## config.mk

```make
export PLATFORM = sky130hd
export DESIGN_NAME = uart_tx_queue_flat
export DESIGN_NICKNAME = d
export VERILOG_FILES = /design/src/rtl/uart_tx_queue_if.sv /design/src/rtl/uart_tx_queue.sv /design/src/flat_wrapper.sv
export SDC_FILE = /design/constraint.sdc
export NUM_CORES = 1
export LEC_CHECK = 0
export CORE_MARGIN = 5
export CORE_UTILIZATION = 50
export DETAILED_ROUTE_END_ITERATION = 8
export PLACE_DENSITY = 0.65
export SLEW_MARGIN = 30
export SYNTH_ARGS = -nofsm -noshare
export SYNTH_HDL_FRONTEND = slang
export SYNTH_SLANG_ARGS = --single-unit
```

## constraint.sdc

```tcl
create_clock -name CLK -period 4 [get_ports CLK]
set_input_delay 1.2 -clock CLK [delete_from_list [all_inputs] [get_ports CLK]]
set_output_delay 1.2 -clock CLK [all_outputs]
set_load 0.05 [all_outputs]
```

## src/rtl/uart_tx_queue_if.sv

```systemverilog
// Byte path between the upstream producer, the transmit queue and the serializer.
// The queue is the slave; the driving environment is the master.
interface uart_tx_queue_if #(
  parameter int WIDTH = 8
);
  logic [WIDTH-1:0] in_data;
  logic             in_valid;
  logic [WIDTH-1:0] tx_data;
  logic             tx_start;
  logic             tx_idle;

  modport master (
    output in_data, in_valid, tx_idle,
    input  tx_data, tx_start
  );

  modport slave (
    input  in_data, in_valid, tx_idle,
    output tx_data, tx_start
  );
endinterface

```

## src/rtl/uart_tx_queue.sv

```systemverilog
// Circular byte queue feeding a UART serializer: one byte is launched per
// tx_start pulse and popped only once the serializer has gone busy and returned idle.
module uart_tx_queue #(
  parameter int DEPTH = 16,
  parameter int WIDTH = 8
) (
  input  logic                     CLK,
  input  logic                     RST_N,
  input  logic                     clr,
  uart_tx_queue_if.slave           bus,
  output logic [$clog2(DEPTH):0]   count,
  output logic                     full,
  output logic                     empty,
  output logic                     overflow
);

  localparam int AW = $clog2(DEPTH);
  localparam logic [AW:0]   CNT_FULL = (AW+1)'(DEPTH);
  localparam logic [AW:0]   CNT_ONE  = (AW+1)'(1);
  localparam logic [AW-1:0] PTR_ONE  = AW'(1);

  typedef enum logic [1:0] {
    IDLE,
    LAUNCH,
    WAIT_BUSY,
    WAIT_DONE
  } state_t;

  state_t            state;
  state_t            state_nxt;
  logic [WIDTH-1:0]  mem [DEPTH];
  logic [AW-1:0]     wr_ptr;
  logic [AW-1:0]     rd_ptr;
  logic [AW:0]       cnt;
  logic              ovf;
  logic              push;
  logic              pop;
  logic              drop;

  assign full     = (cnt == CNT_FULL);
  assign empty    = (cnt == '0);
  assign count    = cnt;
  assign overflow = ovf;

  // A pop retires the byte the serializer has just finished; a full queue can
  // still take a push in that same cycle because a slot frees up.
  assign pop  = (state == WAIT_DONE) && bus.tx_idle && !clr;
  assign push = bus.in_valid && (!full || pop) && !clr;
  assign drop = bus.in_valid && full && !pop && !clr;

  // NOTE: sequential state uses non-blocking assignments so every register
  // samples the pre-edge values, regardless of block ordering.
  always_ff @(posedge CLK or negedge RST_N) begin
    if (!RST_N) begin
      wr_ptr <= '0;
      rd_ptr <= '0;
      cnt    <= '0;
      ovf    <= 1'b0;
    end else if (clr) begin
      wr_ptr <= '0;
      rd_ptr <= '0;
      cnt    <= '0;
      ovf    <= 1'b0;
    end else begin
      if (push) wr_ptr <= wr_ptr + PTR_ONE;
      if (pop)  rd_ptr <= rd_ptr + PTR_ONE;
      if (drop) ovf    <= 1'b1;
      case ({push, pop})
        2'b10:   cnt <= cnt + CNT_ONE;
        2'b01:   cnt <= cnt - CNT_ONE;
        default: cnt <= cnt;
      endcase
    end
  end

  // NOTE: storage is deliberately left out of reset; it maps onto plain RAM and
  // stale contents are never visible because tx_data is masked while empty.
  always_ff @(posedge CLK) begin
    if (push) mem[wr_ptr] <= bus.in_data;
  end

  always_ff @(posedge CLK or negedge RST_N) begin
    if (!RST_N) state <= IDLE;
    else        state <= state_nxt;
  end

  // NOTE: state_nxt gets a default before the case so no path leaves it
  // unassigned, which would infer a latch.
  always_comb begin
    state_nxt = state;
    case (state)
      IDLE:      if (!empty && bus.tx_idle) state_nxt = LAUNCH;
      LAUNCH:    state_nxt = WAIT_BUSY;
      WAIT_BUSY: if (!bus.tx_idle) state_nxt = WAIT_DONE;
      WAIT_DONE: if (bus.tx_idle) state_nxt = IDLE;
      default:   state_nxt = IDLE;
    endcase
    // A flush abandons any byte in flight; the serializer completes it alone.
    if (clr) state_nxt = IDLE;
  end

  assign bus.tx_start = (state == LAUNCH);
  assign bus.tx_data  = empty ? '0 : mem[rd_ptr];

endmodule

```

## src/flat_wrapper.sv

```systemverilog
// flat-port wrapper written by rule: the top's interface ports become plain ports
module uart_tx_queue_flat 
#(
  parameter int DEPTH = 16,
  parameter int WIDTH = 8
)
  (CLK, RST_N, clr, count, full, empty, overflow, bus_in_data, bus_in_valid, bus_tx_idle, bus_tx_data, bus_tx_start);
  uart_tx_queue_if #(.WIDTH(WIDTH)) bus_i ();
  input  logic CLK;
  input  logic RST_N;
  input  logic clr;
  output logic [$clog2(DEPTH):0] count;
  output logic full;
  output logic empty;
  output logic overflow;
  input wire logic [$bits(bus_i.in_data)-1:0] bus_in_data;
  input wire logic [$bits(bus_i.in_valid)-1:0] bus_in_valid;
  input wire logic [$bits(bus_i.tx_idle)-1:0] bus_tx_idle;
  output wire logic [$bits(bus_i.tx_data)-1:0] bus_tx_data;
  output wire logic [$bits(bus_i.tx_start)-1:0] bus_tx_start;
  assign bus_i.in_data = bus_in_data;
  assign bus_i.in_valid = bus_in_valid;
  assign bus_i.tx_idle = bus_tx_idle;
  assign bus_tx_data = bus_i.tx_data;
  assign bus_tx_start = bus_i.tx_start;
  uart_tx_queue #(.DEPTH(DEPTH), .WIDTH(WIDTH)) u_core (.CLK(CLK), .RST_N(RST_N), .clr(clr), .bus(bus_i), .count(count), .full(full), .empty(empty), .overflow(overflow));
endmodule
```

# ---- Word-level counts from Yosys, hierarchy flattened
# Memories as Yosys holds them, arrays and structs flattened.
# Cells that the tools add are included.
dict set report op_classes {
  add_sub_neg 4
  multipliers 0
  n_div 0
  n_lt_le_gt_ge 0
  eq_ne 9
  n_shift 0
  mux 16
  bitwise_logic 0
  reduce_logical 20
}
# operator n
set ops {}
lappend ops {{$mux 4} 4}
lappend ops {{$pmux 5 s2} 1}
lappend ops {{$add 4x1->4 const B} 2}
lappend ops {{$logic_and 1x1->1} 8}
lappend ops {{$mux 2} 4}
lappend ops {{$mux 8} 1}
lappend ops {{$pmux 2 s4} 1}
lappend ops {{$eq 2x2->1 const B} 3}
lappend ops {{$ne 3x3->1 const B} 2}
lappend ops {{$reduce_bool 2->1} 3}
lappend ops {{$add 5x1->5 const B} 1}
lappend ops {{$eq 5x5->1 const B} 1}
lappend ops {{$logic_not 5->1} 1}
lappend ops {{$mux 5} 1}
lappend ops {{$sub 5x1->5 const B} 1}
lappend ops {{$eq 2x1->1 const B} 2}
lappend ops {{$logic_not 1->1} 4}
lappend ops {{$mux 1} 4}
lappend ops {{$ne 3x2->1 const B} 1}
lappend ops {{$reduce_and 3->1} 1}
lappend ops {{$reduce_bool 3->1} 1}
lappend ops {{$logic_not 2->1} 1}
lappend ops {{$logic_or 1x1->1} 1}
dict set report word_totals {
  ff_bits 16
  latch_bits 0
  mem_bits_rw 128
  mem_bits_ro 0
  input_bits 13
  wordCells 55
  mem_count 1
}
# memory words word_bits rd rd_clocked_by_memory_dff wr line_no
set memory_table {}
lappend memory_table {u_core.mem 16 8 1 0 1 uart_tx_queue.sv:31} ;# logic [WIDTH-1:0] mem [DEPTH];

# ---- Depth between registers and ports, before layout
# Gate-level depths: netlist of run 1.
dict set report depth {
  depth_word 9
  ltp_mapped 10
  mapped_depth_nobuf 8
}

# ---- Worst setup path before layout of run 1
# Ideal clock, no wire load.
dict set report synth_path {
  path_type {register -> output}
  startpoint {reg u_core.cnt[1], in the netlist u_core.count[1]}
  endpoint {out bus_tx_data[0]}
  arrival_time_ns 2.613
  t_required_ns 2.800
  path_slack_ns 0.187
  path_stages_with_launch 6
  cell_sequence {dfrtp_1 -> nor4_4 -> nor2b_1 -> or2_2 -> buf_2 -> o22ai_1}
}
dict set report synth_via {
  elab_chain_cells 2
}
# element line_no
set synth_lines {}
lappend synth_lines {{start, declared} uart_tx_queue.sv:34} ;# logic [AW:0] cnt;
lappend synth_lines {{start signal, assigned} uart_tx_queue.sv:69} ;# 2'b10: cnt <= cnt + CNT_ONE;
lappend synth_lines {{start signal, assigned} uart_tx_queue.sv:70} ;# 2'b01: cnt <= cnt - CNT_ONE;
lappend synth_lines {{start signal, assigned} uart_tx_queue.sv:71} ;# default: cnt <= cnt;
lappend synth_lines {{$logic_not 5->1} uart_tx_queue.sv:41} ;# assign empty = (cnt == '0);
lappend synth_lines {{via empty} flat_wrapper.sv:14} ;# output logic empty;
lappend synth_lines {{$mux 8} uart_tx_queue.sv:103} ;# assign bus.tx_data = empty ? '0 : mem[rd_ptr];
lappend synth_lines {{end, declared} flat_wrapper.sv:19} ;# output wire logic [$bits(bus_i.tx_data)-1:0] bus_tx_data;
# The timed path passes the listed nets, and every way through them passes these cells.

# ---- Worst setup path after layout of run 1
dict set report layout_path {
  startpoint {reg u_core.cnt[1], in the netlist u_core.count[1]}
  endpoint {out empty}
}
dict set report layout_via {
  elab_chain_cells 1
}
# element line_no
set layout_lines {}
lappend layout_lines {{$logic_not 5->1} uart_tx_queue.sv:41}
lappend layout_lines {{end, declared} flat_wrapper.sv:14}
# No other way between the ends.

==> impl_metrics.ini, run 1 <==
[status]
status = finished, final reports clean

[power_and_ir_drop]
p_clk_share_pct = 45.0
seqPwrFrac_pct = 43.4
p_leak_uw = 0.00246
intPower_uw = 3020
swShare_pct = 22.7
comb_power_share_pct = 11.6
ir_worst_vdd_uv = 329
switching_power_uw = 886
power.density_nw_per_um2 = 532

[synth]
synth.avg_cell_area_sq_um = 17.9
synth_cell_type_count = 42
syn_inst = 337
synthFlopType = edfxtp_1
yosysTopAreaCellShare_pct = 63.8
ys_seq_elements = 144
synth_edf_count = 128
synth_top_area_cell = edfxtp_1
netlist_area_sq_um = 6030
ys_seq_area_share_pct = 70.4
yosys-top-cells-area = edfxtp_1 64%, mux4_2 12%, dfrtp_1 6.6%, mux2i_1 3.3%, ha_1 2.3%
postSynth.asyncResetShare_pct = 11.1
synth_nets = 361
ys_warn_count = 0

[sta]
rsz0062_at_grt = false
fin_tns_setup_ns = 0
hold_viol = 0
min_period_ns = 3.69
setup_viol = 0
drv_slew = 0
worst_slew_pin_slew_ns = 0.751
slew_headroom_pct = 49.8
clock_skew_ns = 0.00716
min_period_over_period_pct = 92.4
max_freq_mhz = 271

[critical_path]
required_ns = 2.80
reg2reg_to = u_core.count[4]
endpoint = empty
critPathArrivalTime_ns = 2.49
path_depth = 3
r2r_cells = 8
path_buf_inv = 1
ff2ff_setup_slack_ns = 1.61
critPathLaunchType = flip-flop
startpoint = u_core.count[1]
crit_path_cell_trace = nor4_4 -> nor2b_1 -> clkdlybuf4s50_1
slowest_stage = clkdlybuf4s50_1
r2r-start = u_core.state[0]
end_kind = primary output
slowest_delay_ns = 0.84
path_class = reg2out
cp_max_fo = 8
critical-path-top-delay-family = buffers and inverters

[die]
io_pins = 30
initial_utilization_pct = 50.6
core_area_sq_um = 11900
fp.dieH_um = 120
fp-row-count = 40
die_area_sq_um = 14400
dieWidth_um = 120

[placed_design]
gp_congestion = 0.864
io_buffers = 29
post-dp-hpwl_mm = 7.54
placed_cell_area_sq_um = 6670

[route]
drt_first_pass_iters = 5
ant_nets = 0
wirelength_mm = 11.8
drt_iter0_drc = 188
wl_per_cell_um = 21.6
drc_errors = 0
viasPerCell = 5.80
routed-via-count = 3175

[min_path]
hp-class = reg2reg
hold-path-cell-count = 2

[clock_tree]
cts.sinks = 144
cts_setup_buffers = 0
cts-buffers-inserted = 17
clockRootBuffer = clkbuf_16
post_cts_resized = 0
cts_tree = done
clk_path_buf_depth = 2
htree_levels = 4
clk_pin_slew_ns = 0.06
worstSkewPairLatency_ns = 0.41
hold_buffers = 0

[job]
drv_cap = 0

[grt]
grt_max_degree = 27
grt_pass1_vias = 3417
globalRouteTotalUtil_pct = 18.2
grt_first_pass_wirelength_mm = 19.1
antenna_found_initial = 0
grt-ovfl-total = 0

[final_layout]
most-common-layout-cells = 128 x edfxtp_1, 32 x mux4_2, 24 x nor2_1
final_nets = 411
diodes = 0
final_common_cell = edfxtp_1
area_growth_pct = 21.7
postLayoutCellArea_sq_um = 7340
drive_above_1_share_pct = 25.0
-- cells in the mapped netlist, types with 2 or more instances --
cell type	n
o22ai_1	9
a21oi_1	8
xor2_1	3
nand2b_1	6
nand3b_1	2
edfxtp_1	128
a31oi_1	4
clkbuf_1	6
a311oi_1	2
buf_1	3
nand3_1	4
or3_1	3
ha_1	11
nor2_1	24
xnor2_1	3
mux2i_1	20
nor3_1	6
or2_2	2
mux4_2	32
dfrtp_1	16
inv_1	7
o21ai_0	4
nand2_1	6
nor2b_1	2
buf_2	9
-- per-layer routing --
layer / GRT usage [%] / routed length (um) / up-vias
met5: 0 / 0 / -
met4: 5.58 / 131 / 0
met3: 5.61 / 550 / 13
met2: 30.0 / 6010 / 66
met1: 23.2 / 5150 / 1650
li1: - / - / 1446
-- cells by family (layout without fill, tap and decap cells) --
group,Yosys count,count (layout),share of synthesized area (%)
fa+ha+maj,11,11,2.28
flops,144,144,70.4
compound gates,34,34,3.63
mux,53,53,15.5
simple gates,62,62,5.40
xor+xnor,6,6,0.872
buf+inv,27,90,1.95
-- flip-flops by register name, indices dropped and copies added, names as in the netlist --
name,flops
u_core.state,2
u_core.count,5
u_core.mem,128
u_core.rd_ptr,4
u_core.overflow,1
u_core.wr_ptr,4
-- power by group through the flow --
stage	logic, uW	clock network (uW)	registers (uW)
5_1_grt	484	1860	1690
6_report	453	1760	1690
4_1_cts	459	1780	1690
2_1_floorplan	256	0	1730
3_3_place_gp	447	0	1720
3_5_place_dp	457	0	1720
-- layout make-up --
type	count	area (sq um)
Fill cell	879	4580
Timing Repair Buffer	51	548
Clock buffer	18	429
Multi-Input combinational cell	166	1670
Inverter	7	26.3
Sequential cell	144	4250
Tap cell	147	184
Clock inverter	14	236
-- stage by stage --
stage	cells	util (%)	setup slack, ns	hold WS, ns	total power (uW)
2_1_floorplan	337	-	0.187	0.536	1990
3_3_place_gp	515	56.0	0.529	0.504	2170
3_5_place_dp	515	56.0	0.496	0.491	2180
4_1_cts	547	61.6	0.273	0.510	3930
5_1_grt	547	61.6	0.164	0.571	4040
6_report	547	61.6	0.306	0.511	3900
-- how the worst min path moves through the flow --
stage	slack, ns	start	end
5_1_grt	0.57	u_core.overflow	u_core.overflow
4_1_cts	0.51	u_core.overflow	u_core.overflow
2_1_floorplan	0.54	u_core.rd_ptr[3]	u_core.rd_ptr[3]
3_5_place_dp	0.49	u_core.overflow	u_core.overflow
3_3_place_gp	0.50	u_core.overflow	u_core.overflow
6_report	0.51	u_core.overflow	u_core.overflow
-- worst reg2reg max path, cell delays in order (launching register included) --
cell and delay, ns:
dfrtp_1 0.38, ha_1 0.31, and4bb_1 0.38, xor2_1 0.11, ha_1 0.24, o31a_1 0.24, nor4_1 0.18, o22ai_1 0.13
mux2_2 0.29
Note: power is estimated with default switching activity, not from simulation.
==> inputs of run 2 (changes only) <==
--- a/config.mk
+++ b/config.mk
@@ -5,6 +5,7 @@
 export SDC_FILE = /design/constraint.sdc
 export NUM_CORES = 1
 export LEC_CHECK = 0
+export CAP_MARGIN = 20
 export CORE_MARGIN = 5
 export CORE_UTILIZATION = 50
 export DETAILED_ROUTE_END_ITERATION = 8
==> results of run 2 <==
Final layout, timing and power as in run 1 (identical DEF).
==> RTL edit: new RTL, flow settings as in run 2 <==
Put one more register stage on the output `count`, with the module's reset. The value now appears one clock later. The other outputs are not delayed to match.
--- a/src/rtl/uart_tx_queue.sv
+++ b/src/rtl/uart_tx_queue.sv
@@ -39,7 +39,13 @@
 
   assign full     = (cnt == CNT_FULL);
   assign empty    = (cnt == '0);
-  assign count    = cnt;
+  always_ff @(posedge CLK or negedge RST_N) begin
+    if (!RST_N) begin
+      count <= '0;
+    end else begin
+      count <= cnt;
+    end
+  end
   assign overflow = ovf;
 
   // A pop retires the byte the serializer has just finished; a full queue can
Formal check against the unedited RTL: not equivalent (Yosys sat finds a counterexample within 4 cycles, from zero or initial values and one cycle with RST_N low).
==> RTL edit against run 2 <==
- design area grew 0.38%
- clock skew decreased by 2.3 ps
- sequential cell count is 5 higher
- worst setup slack worse by 66 ps
- total power fell by 6.3%
- wire length is 0.86% higher
- synthesized area up 1.9%
- count of clock-buffer cells in the layout is 1 higher
- critical path depth unchanged
- largest cell class unchanged
==> RTL edit: results (changes against run 2) <==
| Metric | Value |
|---|---|
| Status | `complete, no violations` |
| Synth unique cells | `38 (-9.5%)` |
| Post-synthesis compound-gate area fraction | `3.61% (-0.026 points)` |
| Measured slew at the worst slew-check pin | `638 ps (-112 ps)` |
| DRT iter0 DRCs | `292 (+55%)` |
| Post-Synth Adder-Cell Area | `2.24% (-0.042 points)` |
| FFs w/ async S/R, synth | `14.1% (+3.0 points)` |
| Cell-internal power | `0.00287 W (-4.8%)` |
| Syn_nets | `364 (+0.83%)` |
| Flop2flop setup slack | `1630 ps (+20 ps)` |
| Mapped Cells | `340 (+0.89%)` |
| Largest net degree at the start of global routing | `33 (+22%)` |
| Clock-pin slew on the worst setup and hold paths | `60 ps (about the same)` |
| Area contributors post-synth | `edfxtp_1 63%, mux4_2 12%, dfrtp_1 8.6%` |
| Post-Synth XOR/XNOR Area | `1.14% (+0.27 points)` |
| Final clock skew | `4.88 ps (-2.29 ps)` |
| Critical Path Start | `u_core.cnt[1]` |
| Initial antenna violation count | `0 (unchanged)` |
| GRT Util Overall | `17.9% (-0.32 points)` |
| GP Congestion | `0.850 (-1.6%)` |
| First-pass GRT wire length | `18.8 mm (-1.5%)` |
| YS warnings | `0 (unchanged)` |
| Leak | `2.46 nW (+0.15%)` |
| CP Data Arrival Time | `2560 ps (+70 ps)` |
| PortBufs | `29 (unchanged)` |
| Layout cells sized above 1 | `24.1% (-0.93 points)` |
| Post_cts resized | `0 (unchanged)` |
| Final net count | `415 (+0.97%)` |
| Crit Path Max Fanout | `9 (+1)` |
| Critical path type | `reg -> out` |
| Multiplexer share of the synthesized area | `14.9% (-0.61 points)` |
| Vias per cell | `5.82 (+0.30%)` |
| Critical R2R Capture | `u_core.mem[3][4]` |
| Seq/Total Area, Yosys | `71.1% (+0.75 points)` |
| 1st-pass router iterations | `4 (-1)` |
| VDD IR-drop max | `0.245 mV (-25%)` |
| Root Buffer Master | `clkbuf_16` |
| Slowest CP cell | `clkdlybuf4s50_1` |
| Placed Cells incl. Taps | `519 (+0.78%)` |
| WL final | `11.9 mm (+0.86%)` |
| Crit path to | `empty` |
| Hold path depth | `2 (unchanged)` |
| Worst R2R Path Depth | `6 (-2)` |
| Most common library cells after synthesis | `128 x edfxtp_1, 32 x mux4_2, 28 x nor2_1` |
| Post-DP HPWL | `7.72 mm (+2.4%)` |
| Layout Cells excl Fill | `550 (+0.55%)` |
| Worst Hold Path EP | `u_core.overflow` |
| FILL cells | `886 (+0.80%)` |
| Vias in the first global route | `3350 (-2.0%)` |
[RTL edit: cell families (layout without fill, tap and decap cells)]
family	Yosys count	count (layout)
xor+xnor	8	8
simple gates	61	61
flops	149	149
compound gates	34	34
buf+inv	26	89
fa+ha+maj	11	11
mux	51	51
[RTL edit: tightest hold or removal path, stage by stage, from the launching register on]
cell and delay [ps]:
dfrtp_1 360, a31oi_1 50, nor2_1 80
[RTL edit: layout make-up]
cell class	instances	area, um^2	area share [%]
well taps	147	184	2.50
clock buffers	19	433	5.88
repair buffers	51	531	7.20
multi-input cells	165	1660	22.5
clock inverters	12	161	2.19
inverters	7	26.3	0.357
flip-flops and latches	149	4370	59.4
[RTL edit: power by group through the flow]
| stage | registers, W | clock network [W] | logic, W |
|---|---|---|---|
| after floorplan | 0.00177 | 0 | 0.000199 |
| after global placement | 0.00177 | 0 | 0.000322 |
| after detailed placement | 0.00177 | 0 | 0.000328 |
| after CTS | 0.00174 | 0.00162 | 0.000329 |
| after global routing | 0.00174 | 0.00169 | 0.000352 |
| final | 0.00174 | 0.00159 | 0.000325 |
[RTL edit: per-stage QoR]
step	util, %	instance area [um^2]	worst slack, ps	total power, W	hold slack, ps
finish	61.3	7360	240	0.00366	526
global route	61.3	7360	151	0.00379	552
CTS	61.3	7360	231	0.00369	523
detailed placement	56.4	6770	376	0.00210	499
global placement	56.4	6770	483	0.00209	498
floorplan	-	6140	321	0.00197	349
[RTL edit: layer usage]
metal  global-route usage [%]  share of wire (%)  up-vias
li1                         -                  -     1447
met3                     4.58                5.2       14
met1                     23.6                 43     1646
met4                     6.80                1.3        0
met5                        0                  0        -
met2                     28.6                 50       95
